File: config.mk
export PLATFORM = sky130hd
export DESIGN_NAME = reg_write_arbiter
export DESIGN_NICKNAME = d
export VERILOG_FILES = /design/src/rtl/reg_arb_pkg.sv /design/src/rtl/flopenr.sv /design/src/rtl/reg_write_arbiter.sv
export SDC_FILE = /design/constraint.sdc
export NUM_CORES = 1
export LEC_CHECK = 0
export CORE_MARGIN = 2
export CORE_UTILIZATION = 45
export DETAILED_ROUTE_END_ITERATION = 12
export GPL_TIMING_DRIVEN = 0
export PLACE_DENSITY = 0.75
export SYNTH_ARGS = -nofsm -noshare
export SYNTH_HDL_FRONTEND = slang
export SYNTH_HIERARCHICAL = 1
export SYNTH_SLANG_ARGS = --single-unit
File: constraint.sdc
create_clock -name clk -period 1.5 [get_ports clk]
set_clock_uncertainty 0.05 [all_clocks]
set_input_delay 0.15 -clock clk [delete_from_list [all_inputs] [get_ports clk]]
set_output_delay 0.15 -clock clk [all_outputs]
set_load 0.01 [all_outputs]
File: src/rtl/reg_arb_pkg.sv
// rtl/reg_arb_pkg.sv - shared types and constants for the register write arbiter
package reg_arb_pkg;

    typedef logic req_id_t;

    localparam req_id_t REQ0 = 1'b0;
    localparam req_id_t REQ1 = 1'b1;

    localparam int              CNT_W   = 8;
    localparam logic [CNT_W-1:0] CNT_MAX = 8'd255;

endpackage

File: src/rtl/flopenr.sv
// rtl/flopenr.sv - register with synchronous active-high reset and enable
module flopenr #(
    parameter int WIDTH = 8
) (
    input  logic             clk,
    input  logic             reset,
    input  logic             en,
    input  logic [WIDTH-1:0] d,
    output logic [WIDTH-1:0] q
);

    // Reset wins over a write presented in the same cycle
    always_ff @(posedge clk) begin
        if (reset) begin
            q <= '0;
        end else if (en) begin
            q <= d;
        end
    end

endmodule

File: src/rtl/reg_write_arbiter.sv
// rtl/reg_write_arbiter.sv - round-robin two-requester write arbiter over a register bank
module reg_write_arbiter
    import reg_arb_pkg::*;
#(
    parameter  int WIDTH = 8,
    parameter  int NREGS = 4,
    localparam int AW    = $clog2(NREGS)
) (
    input  logic             clk,
    input  logic             reset,
    input  logic             req0_valid,
    input  logic [AW-1:0]    req0_addr,
    input  logic [WIDTH-1:0] req0_data,
    output logic             req0_ready,
    input  logic             req1_valid,
    input  logic [AW-1:0]    req1_addr,
    input  logic [WIDTH-1:0] req1_data,
    output logic             req1_ready,
    input  logic [AW-1:0]    rd_addr,
    output logic [WIDTH-1:0] rd_data,
    output logic             last_grant,
    output logic [CNT_W-1:0] conflict_cnt
);

    req_id_t          prio;
    req_id_t          grant_id;
    logic             grant0;
    logic             grant1;
    logic             both_valid;
    logic             wr_en;
    logic [AW-1:0]    wr_addr;
    logic [WIDTH-1:0] wr_data;
    logic [WIDTH-1:0] bank [NREGS];

    // Grant selection: a lone requester always wins, contention goes to prio
    always_comb begin
        grant0     = 1'b0;
        grant1     = 1'b0;
        both_valid = req0_valid & req1_valid;
        if (both_valid) begin
            grant0 = (prio == REQ0);
            grant1 = (prio == REQ1);
        end else begin
            grant0 = req0_valid;
            grant1 = req1_valid;
        end
        req0_ready = grant0 & ~reset;
        req1_ready = grant1 & ~reset;
        grant_id   = grant1 ? REQ1 : REQ0;
        wr_en      = req0_ready | req1_ready;
        wr_addr    = grant1 ? req1_addr : req0_addr;
        wr_data    = grant1 ? req1_data : req0_data;
    end

    // Arbitration history and contention counter
    always_ff @(posedge clk) begin
        if (reset) begin
            prio         <= REQ0;
            last_grant   <= REQ0;
            conflict_cnt <= '0;
        end else begin
            if (wr_en) begin
                prio       <= ~grant_id;
                last_grant <= grant_id;
            end
            if (both_valid && conflict_cnt != CNT_MAX) begin
                conflict_cnt <= conflict_cnt + 1'b1;
            end
        end
    end

    // One enabled register per bank entry; only the addressed entry loads
    for (genvar i = 0; i < NREGS; i++) begin : g_bank
        flopenr #(.WIDTH(WIDTH)) u_reg (
            .clk   (clk),
            .reset (reset),
            .en    (wr_en && (wr_addr == AW'(i))),
            .d     (wr_data),
            .q     (bank[i])
        );
    end

    assign rd_data = bank[rd_addr];

endmodule

### After elaboration in Yosys (flattened, before gate mapping)

Index checks and enable logic that the tools add are counted.

* bits in registers: 42
* output and inout bits: 19
* logic and storage cells: 35

* $add $sub $neg: 1
* $lt $le $gt $ge: 1
* equality and inequality tests: 4
* mux-type cells: 8
* bitwise logic cells: 8
* reductions and logical operators: 6

Operator list (count)
* two-way mux 8 bit: 3
* binary-select mux 8 bit (select 2 bit): 1
* adder 8 x 1 -> 8 bit, second input constant: 1
* != test 8 bit, second input constant: 1
* logical AND 1 bit: 5
* == test 2 bit, second input constant: 2
* AND 1 bit: 3
* >= comparator 3 bit, second input constant: 1
* two-way mux 1 bit: 3
* inverter 1 bit: 3
* inverter 2 -> 3 bit: 1
* == test 2 x 1 -> 1 bit, second input constant: 1
* logical NOT 2 bit: 1
* two-way mux 2 bit: 1
* bitwise OR 1 bit: 1

### Logic depth before layout (Yosys ltp)

Gate-level depths: netlist of the first run.

* word-level depth: 5
* mapped depth: 6

### Modules after synthesis

Netlist of the first run, hierarchy kept.

By module, submodules not included
* flopenr: times used 4, cells an instance 26, area an instance 285.3 µm²
* reg_write_arbiter: times used 1, cells an instance 92, area an instance 929.6 µm²

### Worst setup path before layout of the first run

Ideal clock, no wire load.

* path kind: reg2reg
* from: register prio
* to: register g_bank[0].u_reg.q[0]
* library setup time: 0.124 ns
* arrival: 1.473 ns
* slack: -0.148 ns
* cell stages (with the launch flop): 7
* path buffers: 1
* clock period less this slack: 1.648 ns
* path through: dfxtp_1 -> nand2b_2 -> and3_4 -> a2111oi_2 -> buf_6 -> mux2i_1 -> nor2_1

* word-level cells in the longest chain between the ends: 5
* elaborated cells between the ends (all ways): 10

RTL lines
* start: declaration: RTL line reg_write_arbiter.sv:25 `req_id_t prio;`
* start signal: assignment: RTL line reg_write_arbiter.sv:63 `prio <= ~grant_id;`
* inverter 1 bit: RTL line reg_write_arbiter.sv:41 `grant0 = (prio == REQ0);`
* two-way mux 1 bit: RTL line reg_write_arbiter.sv:40 `if (both_valid) begin`
* AND 1 bit: RTL line reg_write_arbiter.sv:47 `req0_ready = grant0 & ~reset;`
* bitwise OR 1 bit: RTL line reg_write_arbiter.sv:50 `wr_en = req0_ready | req1_ready;`
* logical AND 1 bit: RTL line reg_write_arbiter.sv:77 `.en (wr_en && (wr_addr == AW'(i))),`
* end signal: assignment: RTL line flopenr.sv:15 `q <= '0;`
* end signal: assignment: RTL line flopenr.sv:17 `q <= d;`
* end: declaration: RTL line flopenr.sv:9 `output logic [WIDTH-1:0] q`

Several ways; a longest one is shown, not always the timed one.
A chain may end at the register's enable or synchronous reset.

### Worst setup path after layout of the first run

* from: register prio
* to: register g_bank[3].u_reg.q[6]

* word-level cells in the longest chain between the ends: 5
* elaborated cells between the ends (all ways): 10

RTL lines (RTL line)
* inverter 1 bit: reg_write_arbiter.sv:41
* two-way mux 1 bit: reg_write_arbiter.sv:40
* AND 1 bit: reg_write_arbiter.sv:47
* bitwise OR 1 bit: reg_write_arbiter.sv:50
* logical AND 1 bit: reg_write_arbiter.sv:77
* end signal: assignment: flopenr.sv:15
* end signal: assignment: flopenr.sv:17
* end: declaration: flopenr.sv:9

Several ways; a longest one is shown, not always the timed one.

==> results of run 1 <==
## logic make-up after synthesis
group	count (synthesis)	synth area share, %
DFF	42	40.6
adders and majority gates	1	0.604
buffers and inverters	17	5.32
AOI/OAI and AO/OA	21	7.92
muxes	51	30.1
and+or+nand+nor	64	15.5
## final cells by class
class                   instances  area, sq um  area share (%)
plain buffers                  14          116            4.20
repair buffers                 46          402            14.5
multi-input cells             137         1220            44.0
flip-flops and latches         42          856            30.9
inverters                       2         7.51           0.271
well taps                      52         65.1            2.35
clock inverters                 1         7.51           0.271
clock buffers                   7         97.6            3.52
## power groups by stage
stage / combinational (mW) / clock [mW] / sequential [mW]
2_1_floorplan: 0.231 / 0 / 1.20
5_1_grt: 0.432 / 0.878 / 1.18
3_3_place_gp: 0.373 / 0 / 1.20
3_5_place_dp: 0.377 / 0 / 1.20
6_report: 0.401 / 0.827 / 1.17
4_1_cts: 0.400 / 0.841 / 1.17
## layer usage
metal / global-route usage (%) / share of wire [%]
met1: 24.2 / 45
met2: 29.2 / 46
met3: 5.91 / 6.4
met4: 7.13 / 1.9
met5: 0 / 0
## critical path, stage by stage, from the launching register on
cell      delay (ns)
dfxtp_2         0.34
nand2b_4        0.19
a21bo_4         0.24
a211oi_2        0.23
buf_6           0.19
mux2i_1         0.23
nor2_1          0.05
## per-stage QoR
| stage | setup slack (ns) | instance area, sq um | hold WS (ns) | cells |
|---|---|---|---|---|
| global placement | -0.861 | 2610 | 0.410 | 290 |
| floorplan | -0.0130 | 2130 | 0.282 | 196 |
| global route | -0.248 | 2770 | 0.420 | 301 |
| detailed placement | -0.864 | 2610 | 0.417 | 290 |
| CTS | -0.145 | 2770 | 0.373 | 301 |
| finish | -0.147 | 2770 | 0.375 | 301 |
## sequential cells by signal, indices dropped and copies added, names as in the netlist
register and flops:
conflict_cnt 8, last_grant 1, g_bank.u_reg/q 32, prio 1
## layout by cell type, fill, tap and decap left out, types with 2 or more instances in the layout
cell type,netlist,layout
and4b_1,2,2
mux4_2,8,8
mux2_2,9,8
a32oi_2,0,2
nand3_1,4,4
a211oi_1,5,3
buf_6,5,5
a211oi_2,1,2
nor2_1,35,35
clkdlybuf4s50_1,0,27
dfxtp_2,0,6
dfxtp_4,0,2
and3_1,3,3
nand2_1,2,2
dlygate4sd2_1,0,5
a21oi_1,7,6
dfxtp_1,42,34
buf_1,5,5
mux2i_1,33,33
nor2b_1,3,3
buf_2,1,10
inv_1,2,2
buf_4,2,4
nand2b_1,5,5
nor3_1,2,2
clkbuf_8,0,6
a2111oi_4,0,2
## worst min path at each step
stage	from	depth (start not counted)	to	slack, ns
after floorplan	req0_valid	2	last_grant	0.28
after global placement	last_grant	2	last_grant	0.41
after detailed placement	last_grant	2	last_grant	0.42
after CTS	reset	3	conflict_cnt[0]	0.37
after global routing	reset	3	conflict_cnt[0]	0.42
final	reset	3	conflict_cnt[0]	0.37
## timing repair
| action | 4_1_cts | 5_1_grt |
|---|---|---|
| setup endpoints to repair | 51 | 39 |
| buffers inserted | 4 | 0 |
| hold buffers | 0 | 0 |
| gates resized for setup | 63 | 4 |
| pin swaps | 7 | 3 |
| endpoints found under the hold margin | 0 | 0 |
==> metrics.txt, run 1 <==
# TYPE chip_impl_metric gauge
chip_impl_metric{name="ys_ff_latch",unit=""} 42
chip_impl_metric{name="top_level_ports",unit=""} 45
chip_impl_metric{name="layout-drive-gt1-share",unit="%"} 27.7
chip_impl_metric{name="route.detailed.vias_per_inst",unit=""} 5.43
chip_impl_metric{name="synth_async_sr_flop_share",unit="%"} 0
chip_impl_info{name="violations",value="setup timing"} 1
chip_impl_metric{name="minimum_clock_period_after_layout",unit="ns"} 1.65
chip_impl_metric{name="ys_types",unit=""} 36
chip_impl_metric{name="crit_fanout",unit=""} 8
chip_impl_metric{name="clock_power_share",unit="%"} 34.5
chip_impl_metric{name="setup-violations-final",unit=""} 32
chip_impl_metric{name="combPwrFrac",unit="%"} 16.7
chip_impl_metric{name="sequentialPowerShare",unit="%"} 48.8
chip_impl_metric{name="post-route-drc-count",unit=""} 0
chip_impl_metric{name="clock_insertion_delay_worst_skew",unit="ns"} 0.29
chip_impl_info{name="run_status",value="complete, but fails checks"} 1
chip_impl_metric{name="finalHoldViolations",unit=""} 0
chip_impl_metric{name="mean_syn_cell_area",unit="sq um"} 10.6
chip_impl_metric{name="grt_max_degree",unit=""} 14
chip_impl_metric{name="grt_pass1_wl",unit="mm"} 7.31
chip_impl_metric{name="drv.max_cap_violation_count",unit=""} 0
chip_impl_metric{name="synth-seq-area-share",unit="%"} 40.6
chip_impl_metric{name="antenna_found_initial",unit=""} 0
chip_impl_metric{name="power.leakage",unit="nW"} 1.03
chip_impl_metric{name="drt-initial-drc-count",unit=""} 72
chip_impl_metric{name="slew_limit_headroom",unit="%"} 67.0
chip_impl_metric{name="core_region_area",unit="sq mm"} 0.00438
chip_impl_info{name="worst_setup_path_end_kind",value="register"} 1
chip_impl_metric{name="cell_area_after_technology_mapping",unit="sq mm"} 0.00207
chip_impl_metric{name="tightestPinTransition",unit="ns"} 0.494
chip_impl_metric{name="num_rows",unit=""} 24
chip_impl_metric{name="dr_total_vias",unit=""} 1634
chip_impl_metric{name="floorplan.die_area",unit="sq mm"} 0.00516
chip_impl_metric{name="place_hpwl",unit="mm"} 3.18
chip_impl_info{name="worst_setup_path_endpoint",value="g_bank[3].u_reg/q[6]"} 1
chip_impl_metric{name="initial_utilization",unit="%"} 47.2
chip_impl_info{name="synth_flop_cell",value="dfxtp_1"} 1
chip_impl_info{name="cp-start-kind",value="register"} 1
chip_impl_metric{name="power_per_cell_area",unit="mW/mm^2"} 866
chip_impl_metric{name="postLayoutCoreUtil",unit="%"} 63.2
chip_impl_metric{name="edff_count_synth",unit=""} 0
chip_impl_info{name="synth_top_cell_by_area",value="dfxtp_1"} 1
chip_impl_metric{name="finalWirelength",unit="mm"} 4.67
chip_impl_metric{name="worst-r2r-setup-slack",unit="ns"} -0.15
chip_impl_metric{name="synthesized_net_count",unit=""} 223
chip_impl_metric{name="total_power",unit="mW"} 2.40
chip_impl_metric{name="area_growth_syn_to_layout",unit="%"} 33.8
chip_impl_info{name="ys_top_cells_by_area",value="dfxtp_1 41%, mux2i_1 16%, mux4_2 8.7%, nor2_1 6.3%, mux2_2 4.9%"} 1
chip_impl_metric{name="share_of_yosys_cell_area_claimed_by_the_top_area_cell_type",unit="%"} 40.6
chip_impl_info{name="timing.setup.critical_path_class",value="register to register"} 1
chip_impl_metric{name="track_usage",unit="%"} 18.7
chip_impl_metric{name="ant_nets",unit=""} 0
chip_impl_metric{name="cts_buffers",unit=""} 5
chip_impl_metric{name="io_buffers",unit=""} 42
chip_impl_metric{name="clock-sinks",unit=""} 42
chip_impl_metric{name="finalWorstSetupSlack",unit="ns"} -0.147
chip_impl_metric{name="routedWlPerCell",unit="um"} 15.5
chip_impl_metric{name="cts_max_path_buffers",unit=""} 2
chip_impl_metric{name="grt_pass1_vias",unit=""} 1505
chip_impl_metric{name="synth-warning-count",unit=""} 6
chip_impl_metric{name="fp.dieW",unit="um"} 71.8
chip_impl_metric{name="drt_pre_antenna_iters",unit=""} 4
chip_impl_metric{name="wp_data_required",unit="ns"} 1.63
chip_impl_info{name="rsz_0062_raised_after_global_routing",value="yes"} 1
chip_impl_metric{name="min_period_over_period",unit="%"} 110
chip_impl_metric{name="switching_share",unit="%"} 25.3
chip_impl_metric{name="slew_violations",unit=""} 0
chip_impl_metric{name="max_freq",unit="GHz"} 0.607
chip_impl_metric{name="timing.reg2reg.worst_path_depth",unit=""} 6
chip_impl_info{name="r2r_end",value="g_bank[3].u_reg/q[6]"} 1
chip_impl_metric{name="power.internal",unit="mW"} 1.79
chip_impl_metric{name="path_clk_slew",unit="ns"} 0.08
chip_impl_metric{name="dieHeight",unit="um"} 71.8
chip_impl_metric{name="cts.htree.levels",unit=""} 2
chip_impl_metric{name="tns",unit="ns"} -3.57
chip_impl_info{name="rr_startpoint",value="prio"} 1
chip_impl_info{name="clockRootBuffer",value="clkbuf_8"} 1
chip_impl_metric{name="post_synth_inst_count",unit=""} 196
chip_impl_metric{name="place.gp.congestion",unit=""} 0.779
chip_impl_metric{name="ir_drop",unit="mV"} 0.559
chip_impl_metric{name="cp.arrival",unit="ns"} 1.77
chip_impl_metric{name="num_antenna_cells",unit=""} 0
chip_impl_metric{name="fillCellCount",unit=""} 359
chip_impl_info{name="most_numerous_cell_in_the_yosys_netlist",value="dfxtp_1"} 1
chip_impl_metric{name="design.final.nets",unit=""} 275
chip_impl_info{name="synthTopCellsByCount",value="42 x dfxtp_1, 35 x nor2_1, 33 x mux2i_1, 9 x mux2_2, 8 x mux4_2"} 1
chip_impl_info{name="timing.critical_path.from",value="prio"} 1
chip_impl_info{name="clock_tree_from_tritoncts",value="built"} 1
chip_impl_info{name="classification_of_the_worst_slack_hold_path",value="primary input to register"} 1
chip_impl_metric{name="gr-total-overflow",unit=""} 0
chip_impl_metric{name="power_switching",unit="mW"} 0.608
Power figures use the tool's default switching activity.
==> run 2, diff against run 1 <==
--- a/config.mk
+++ b/config.mk
@@ -7,9 +7,11 @@
 export LEC_CHECK = 0
 export CORE_MARGIN = 2
 export CORE_UTILIZATION = 45
+export CTS_BUF_LIST = sky130_fd_sc_hd__clkbuf_16
 export DETAILED_ROUTE_END_ITERATION = 12
 export GPL_TIMING_DRIVEN = 0
 export PLACE_DENSITY = 0.75
+export SETUP_SLACK_MARGIN = 0.05
 export SYNTH_ARGS = -nofsm -noshare
 export SYNTH_HDL_FRONTEND = slang
 export SYNTH_HIERARCHICAL = 1
==> run 2 against run 1 <==
Critical path type unchanged. Sequential cell count is the same. Core utilization grew 4.7 points. Worst hold slack got worse by 0.13 ns. The run still ends with setup timing left. Cell area up 7.4%. Non-clock buffer count up 8. Largest power group unchanged.
==> metrics.txt, run 2 (synthesis gave the netlist of run 1 again) <==
# TYPE chip_impl_metric gauge
chip_impl_info{name="run_status",value="complete, but fails checks"} 1
chip_impl_info{name="violations",value="setup timing"} 1
chip_impl_metric{name="drv.max_cap_violation_count",unit=""} 0
chip_impl_info{name="timing.critical_path.from",value="prio"} 1
chip_impl_metric{name="crit_fanout",unit=""} 8
chip_impl_metric{name="min_period_over_period",unit="%"} 116
chip_impl_metric{name="track_usage",unit="%"} 21.3
chip_impl_metric{name="floorplan.die_area",unit="sq mm"} 0.00516
chip_impl_info{name="most-common-layout-cells",value="35 x nor2_1, 34 x dfxtp_1, 31 x mux2i_1"} 1
chip_impl_metric{name="slew_limit_headroom",unit="%"} 62.9
chip_impl_metric{name="timing.critical_path.slowest_cell_delay",unit="ns"} 0.36
chip_impl_metric{name="power.leakage",unit="nW"} 1.17
chip_impl_metric{name="place.gp.congestion",unit=""} 0.752
chip_impl_metric{name="fillCellCount",unit=""} 345
chip_impl_metric{name="detailroute.wirelength.met3",unit="um"} 196
chip_impl_metric{name="finalWirelength",unit="mm"} 5.29
chip_impl_metric{name="ir_drop",unit="mV"} 0.620
chip_impl_metric{name="setup-violations-final",unit=""} 34
chip_impl_metric{name="grt_max_degree",unit=""} 14
chip_impl_metric{name="area_growth_syn_to_layout",unit="%"} 43.8
chip_impl_metric{name="initial_utilization",unit="%"} 47.2
chip_impl_metric{name="total_power",unit="mW"} 2.77
chip_impl_info{name="worst_hold_startpoint",value="req0_valid"} 1
chip_impl_metric{name="cts_buffers",unit=""} 5
chip_impl_metric{name="hold-worst-slack",unit="ns"} 0.244
chip_impl_metric{name="dr_total_vias",unit=""} 1716
chip_impl_info{name="classification_of_the_worst_slack_hold_path",value="primary input to register"} 1
chip_impl_metric{name="core_region_area",unit="sq mm"} 0.00438
chip_impl_metric{name="finalWorstSetupSlack",unit="ns"} -0.235
chip_impl_info{name="layout_commonest_cell",value="nor2_1"} 1
chip_impl_metric{name="num_antenna_cells",unit=""} 0
chip_impl_metric{name="cp_num_buf_inv",unit=""} 2
chip_impl_info{name="crit_family",value="compound AO/OA/AOI/OAI gates"} 1
chip_impl_metric{name="layout-drive-gt1-share",unit="%"} 31.9
chip_impl_metric{name="wl_met2",unit="mm"} 2.48
chip_impl_metric{name="dieHeight",unit="um"} 71.8
chip_impl_metric{name="num_rows",unit=""} 24
chip_impl_metric{name="routedWlPerCell",unit="um"} 17.1
chip_impl_metric{name="max_freq",unit="GHz"} 0.576
chip_impl_metric{name="antenna_found_initial",unit=""} 0
chip_impl_metric{name="placed_cells",unit=""} 290
chip_impl_metric{name="route.detailed.vias_per_inst",unit=""} 5.55
chip_impl_info{name="rsz_0062_raised_after_global_routing",value="yes"} 1
chip_impl_metric{name="finalHoldViolations",unit=""} 0
chip_impl_info{name="rr_startpoint",value="prio"} 1
chip_impl_info{name="clock_tree_from_tritoncts",value="built"} 1
chip_impl_metric{name="slew_violations",unit=""} 0
chip_impl_metric{name="cts.hold.buffers_added",unit=""} 0
chip_impl_metric{name="drt-initial-drc-count",unit=""} 69
chip_impl_metric{name="clock_insertion_delay_worst_skew",unit="ns"} 0.28
chip_impl_metric{name="post-route-drc-count",unit=""} 0
chip_impl_info{name="largest_register",value="g_bank.u_reg/q"} 1
chip_impl_info{name="cell_chain_critical_path",value="nand2b_4 > buf_6 > a32oi_4 > a2111oi_4 > buf_6 > mux2i_2 > nor2_1"} 1
chip_impl_metric{name="cts.htree.levels",unit=""} 2
chip_impl_metric{name="wp_data_required",unit="ns"} 1.61
chip_impl_info{name="cp_slowest_cell",value="dfxtp_2"} 1
chip_impl_metric{name="ant_nets",unit=""} 0
chip_impl_metric{name="grt_pass1_wl",unit="mm"} 8.20
chip_impl_metric{name="cts_max_path_buffers",unit=""} 2
chip_impl_metric{name="drt_pre_antenna_iters",unit=""} 4
chip_impl_info{name="cp-start-kind",value="register"} 1
chip_impl_info{name="path_common_cell",value="buf_6"} 1
chip_impl_metric{name="fp.dieW",unit="um"} 71.8
chip_impl_metric{name="tightestPinTransition",unit="ns"} 0.556
chip_impl_metric{name="gr-total-overflow",unit=""} 0
chip_impl_info{name="timing.setup.critical_path_class",value="register to register"} 1
chip_impl_metric{name="path_clk_slew",unit="ns"} 0.06
chip_impl_metric{name="power_per_cell_area",unit="mW/mm^2"} 929
chip_impl_metric{name="grt_pass1_vias",unit=""} 1668
chip_impl_info{name="clockRootBuffer",value="clkbuf_16"} 1
chip_impl_metric{name="clock-sinks",unit=""} 42
chip_impl_metric{name="top_level_ports",unit=""} 45
chip_impl_metric{name="drt-met1-wl",unit="mm"} 2.54
chip_impl_info{name="top_layer_used",value="met4"} 1
chip_impl_metric{name="minimum_clock_period_after_layout",unit="ns"} 1.73
chip_impl_metric{name="number_of_flip_flops_under_the_largest_register_name",unit=""} 32
chip_impl_metric{name="cp.arrival",unit="ns"} 1.84
chip_impl_metric{name="design.final.nets",unit=""} 283
chip_impl_metric{name="post_layout_nonfiller_instances",unit=""} 309
chip_impl_info{name="worst_setup_path_end_kind",value="register"} 1
chip_impl_info{name="largest_registers_ranked_by_flip_flop_count",value="g_bank.u_reg/q x32, conflict_cnt x8"} 1
chip_impl_metric{name="post-place-ws",unit="ns"} -0.937
chip_impl_metric{name="place_hpwl",unit="mm"} 3.28
chip_impl_metric{name="io_buffers",unit=""} 42
==> run 2: cell types whose count changed in the layout (fill, tap and decap cells not counted), sizes merged <==
| cell | previous run | this run |
|---|---|---|
| buf | 25 | 33 |
| clkdlybuf4s50 | 27 | 24 |
| clkinv | 0 | 2 |
| clkinvlp | 1 | 0 |
| dlymetal6s2s | 1 | 3 |
==> run 2: worst paths after layout <==
check	end	slack, ns	depth (start not counted)
setup / recovery	g_bank[0].u_reg/q[4]	-0.23	7
hold / removal	last_grant	0.24	3
setup reg to reg	g_bank[0].u_reg/q[4]	-0.23	7
hold reg to reg	last_grant	0.43	2
==> run 2: report_power, final <==
group          switching, mW  leakage (nW)  internal, mW
sequential            0.0223         0.345          1.15
clock                  0.429        0.0818         0.711
combinational          0.210         0.742         0.240
total                  0.662          1.17          2.11
==> run 2: tightest hold or removal path, delay by kind of cell <==
kind	cells	cell delay, ns
AOI/OAI and AO/OA	1	0.06
buffers and inverters	1	0.19
and+or+nand+nor	1	0.13
==> run 2: what timing repair did <==
action	CTS	global route
pin swaps	5	6
resized for setup	63	12
setup endpoints to repair	54	40
cloned	1	0
setup buffers	6	4
==> run 2: final cells by class <==
| type | instances | area [sq um] | area share [%] |
|---|---|---|---|
| multi-input combinational | 137 | 1270 | 42.6 |
| sequential | 42 | 856 | 28.7 |
| timing repair buffer | 53 | 488 | 16.4 |
| clock buffer | 6 | 150 | 5.04 |
| buffer | 15 | 133 | 4.45 |
| tap | 52 | 65.1 | 2.18 |
| clock inverter | 2 | 10.0 | 0.336 |
| inverter | 2 | 7.51 | 0.252 |
==> run 2: stage by stage <==
stage / TNS, ns / util [%] / area, sq um
after detailed placement: -30.53 / 60.6 / 2660
after CTS: -6.48 / 66.6 / 2920
after global routing: -8.68 / 67.9 / 2980
after floorplan: -0.0671 / - / 2170
final: -6.08 / 67.9 / 2980
after global placement: -28.89 / 60.6 / 2660
==> run 2: metal layers <==
metal | up-vias | track usage (%)
met1 | 838 | 28.4
met3 | 5 | 3.94
met2 | 42 | 34.7
li1 | 831 | -
met4 | 0 | 7.55
met5 | - | 0
==> run 3, diff against run 2 <==
--- a/config.mk
+++ b/config.mk
@@ -10,7 +10,7 @@
 export CTS_BUF_LIST = sky130_fd_sc_hd__clkbuf_16
 export DETAILED_ROUTE_END_ITERATION = 12
 export GPL_TIMING_DRIVEN = 0
-export PLACE_DENSITY = 0.75
+export PLACE_DENSITY_LB_ADDON = 0.3
 export SETUP_SLACK_MARGIN = 0.05
 export SYNTH_ARGS = -nofsm -noshare
 export SYNTH_HDL_FRONTEND = slang
==> run 3 against run 2 <==
Largest cell class unchanged. The flow still finishes with violations (setup timing). Combinational power is essentially flat. Register-to-register slack lost 0.02 ns. Critical endpoint is now req0_ready. First-iteration DRC count shrank 22%. Clock-buffer cell count shrank 1. Setup slack lost 0.041 ns. Sequential share of layout area shrank 0.19 points. Cell area grew 0.80%. Critical path depth shrank 4. Highest routed layer unchanged.
==> metrics.txt, run 3 (synthesis gave the netlist of run 1 again) <==
# TYPE chip_impl_metric gauge
chip_impl_metric{name="layout-drive-gt1-share",unit="%"} 32.2
chip_impl_info{name="clock_tree_from_tritoncts",value="built"} 1
chip_impl_metric{name="place.gp.congestion",unit=""} 0.741
chip_impl_metric{name="fp.dieW",unit="um"} 71.8
chip_impl_metric{name="finalHoldViolations",unit=""} 0
chip_impl_metric{name="grt_max_degree",unit=""} 14
chip_impl_metric{name="ir_drop",unit="mV"} 0.717
chip_impl_metric{name="route.detailed.vias_per_inst",unit=""} 5.55
chip_impl_metric{name="clock_insertion_delay_worst_skew",unit="ns"} 0.28
chip_impl_info{name="violations",value="setup timing"} 1
chip_impl_metric{name="number_of_flip_flops_under_the_largest_register_name",unit=""} 32
chip_impl_info{name="most-common-layout-cells",value="35 x dfxtp_1, 34 x nor2_1, 32 x mux2i_1"} 1
chip_impl_metric{name="slew_limit_headroom",unit="%"} 64.0
chip_impl_metric{name="initial_utilization",unit="%"} 47.2
chip_impl_info{name="cp_slowest_cell",value="clkdlybuf4s50_1"} 1
chip_impl_info{name="crit_family",value="buffers and inverters"} 1
chip_impl_metric{name="drv.max_cap_violation_count",unit=""} 0
chip_impl_metric{name="cts_buffers",unit=""} 5
chip_impl_info{name="cp-start-kind",value="register"} 1
chip_impl_metric{name="design.final.nets",unit=""} 284
chip_impl_metric{name="track_usage",unit="%"} 20.8
chip_impl_metric{name="timing.critical_path.slowest_cell_delay",unit="ns"} 0.55
chip_impl_metric{name="tns",unit="ns"} -6.82
chip_impl_info{name="clockRootBuffer",value="clkbuf_16"} 1
chip_impl_info{name="largest_register",value="g_bank.u_reg/q"} 1
chip_impl_metric{name="power.leakage",unit="nW"} 1.16
chip_impl_metric{name="tightestPinTransition",unit="ns"} 0.541
chip_impl_metric{name="dr_total_vias",unit=""} 1722
chip_impl_metric{name="grt_pass1_wl",unit="mm"} 8.25
chip_impl_info{name="cell_chain_critical_path",value="a21boi_4 > nor2b_1 > clkdlybuf4s50_1"} 1
chip_impl_info{name="classification_of_the_worst_slack_hold_path",value="primary input to register"} 1
chip_impl_metric{name="final_design_area_no_fill",unit="sq mm"} 0.00300
chip_impl_metric{name="wp_data_required",unit="ns"} 1.30
chip_impl_info{name="largest_registers_ranked_by_flip_flop_count",value="g_bank.u_reg/q x32, conflict_cnt x8"} 1
chip_impl_metric{name="gr-total-overflow",unit=""} 0
chip_impl_metric{name="minimum_clock_period_after_layout",unit="ns"} 1.78
chip_impl_metric{name="routedWlPerCell",unit="um"} 16.5
chip_impl_metric{name="floorplan.die_area",unit="sq mm"} 0.00516
chip_impl_metric{name="num_rows",unit=""} 24
chip_impl_info{name="rsz_0062_raised_after_global_routing",value="yes"} 1
chip_impl_metric{name="area_growth_syn_to_layout",unit="%"} 45.0
chip_impl_metric{name="io_buffers",unit=""} 42
chip_impl_metric{name="min_period_over_period",unit="%"} 118
chip_impl_metric{name="cp.arrival",unit="ns"} 1.58
chip_impl_info{name="layout_commonest_cell",value="dfxtp_1"} 1
chip_impl_metric{name="clock-sinks",unit=""} 42
chip_impl_metric{name="slew_violations",unit=""} 0
chip_impl_metric{name="core_region_area",unit="sq mm"} 0.00438
chip_impl_metric{name="dieHeight",unit="um"} 71.8
chip_impl_metric{name="finalWorstSetupSlack",unit="ns"} -0.275
chip_impl_metric{name="cp_num_buf_inv",unit=""} 1
chip_impl_metric{name="ant_nets",unit=""} 0
chip_impl_metric{name="place_hpwl",unit="mm"} 3.32
chip_impl_metric{name="finalWirelength",unit="mm"} 5.10
chip_impl_metric{name="hold-worst-slack",unit="ns"} 0.261
chip_impl_metric{name="num_antenna_cells",unit=""} 0
chip_impl_info{name="worst_setup_path_end_kind",value="primary output"} 1
chip_impl_metric{name="post-route-drc-count",unit=""} 0
chip_impl_metric{name="drt_pre_antenna_iters",unit=""} 4
chip_impl_metric{name="grt_pass1_vias",unit=""} 1720
chip_impl_metric{name="drt-initial-drc-count",unit=""} 54
chip_impl_metric{name="placement.cell_area",unit="sq mm"} 0.00266
chip_impl_info{name="timing.setup.critical_path_class",value="register to primary output"} 1
chip_impl_metric{name="top_level_ports",unit=""} 45
chip_impl_metric{name="crit_fanout",unit=""} 3
chip_impl_metric{name="setup-violations-final",unit=""} 34
chip_impl_metric{name="cts.htree.levels",unit=""} 2
chip_impl_metric{name="antenna_found_initial",unit=""} 0
chip_impl_metric{name="cts_max_path_buffers",unit=""} 2
chip_impl_info{name="run_status",value="complete, but fails checks"} 1
chip_impl_metric{name="max_freq",unit="GHz"} 0.563
chip_impl_metric{name="power_per_cell_area",unit="mW/mm^2"} 946
chip_impl_metric{name="path_clk_slew",unit="ns"} 0.06
run 3: cell type report:
cell class              count  area [sq um]
plain buffers              15           133
clock buffers               5           125
clock inverters             3          40.0
fillers                   345          1380
inverters                   2          7.51
multi-input cells         137          1290
flip-flops and latches     42           857
well taps                  52          65.1
repair buffers             54           482
run 3: repair_timing:
action	in CTS	in global routing
buffers inserted	9	3
hold buffers	0	0
setup endpoints to repair	54	42
pin swaps	4	4
hold endpoints to repair	0	0
resized for setup	59	22
run 3: report_power, final:
group          internal, mW  switching, mW
combinational         0.244          0.210
clock                 0.779          0.433
sequential             1.15         0.0212
total                  2.17          0.664
run 3: stage by stage:
step	utilization [%]	power [mW]	setup WS [ns]	instances
floorplan	-	1.44	-0.00890	196
global placement	60.6	1.59	-0.922	290
detailed placement	60.6	1.60	-0.954	290
CTS	66.0	2.82	-0.257	307
global route	68.5	2.92	-0.325	310
finish	68.5	2.84	-0.275	310
run 3: worst paths after layout:
check / endpoint / slack, ns / cells after the start / startpoint
worst min register to register: last_grant / 0.42 / 2 / last_grant
worst max register to register: g_bank[2].u_reg/q[3] / -0.25 / 7 / prio
worst min-delay path: last_grant / 0.26 / 3 / req0_valid
worst max-delay path: req0_ready / -0.28 / 3 / prio
run 3: tightest hold or removal path: stages:
cell	delay [ns]
clkbuf_2	0.20
nand2b_1	0.13
a21oi_1	0.06
run 3: routing by layer:
layer / global-route usage [%] / share of wire (%)
met3: 5.49 / 4.3
met5: 0 / 0
met2: 35.9 / 51
met1: 26.1 / 44
met4: 5.03 / 0.71
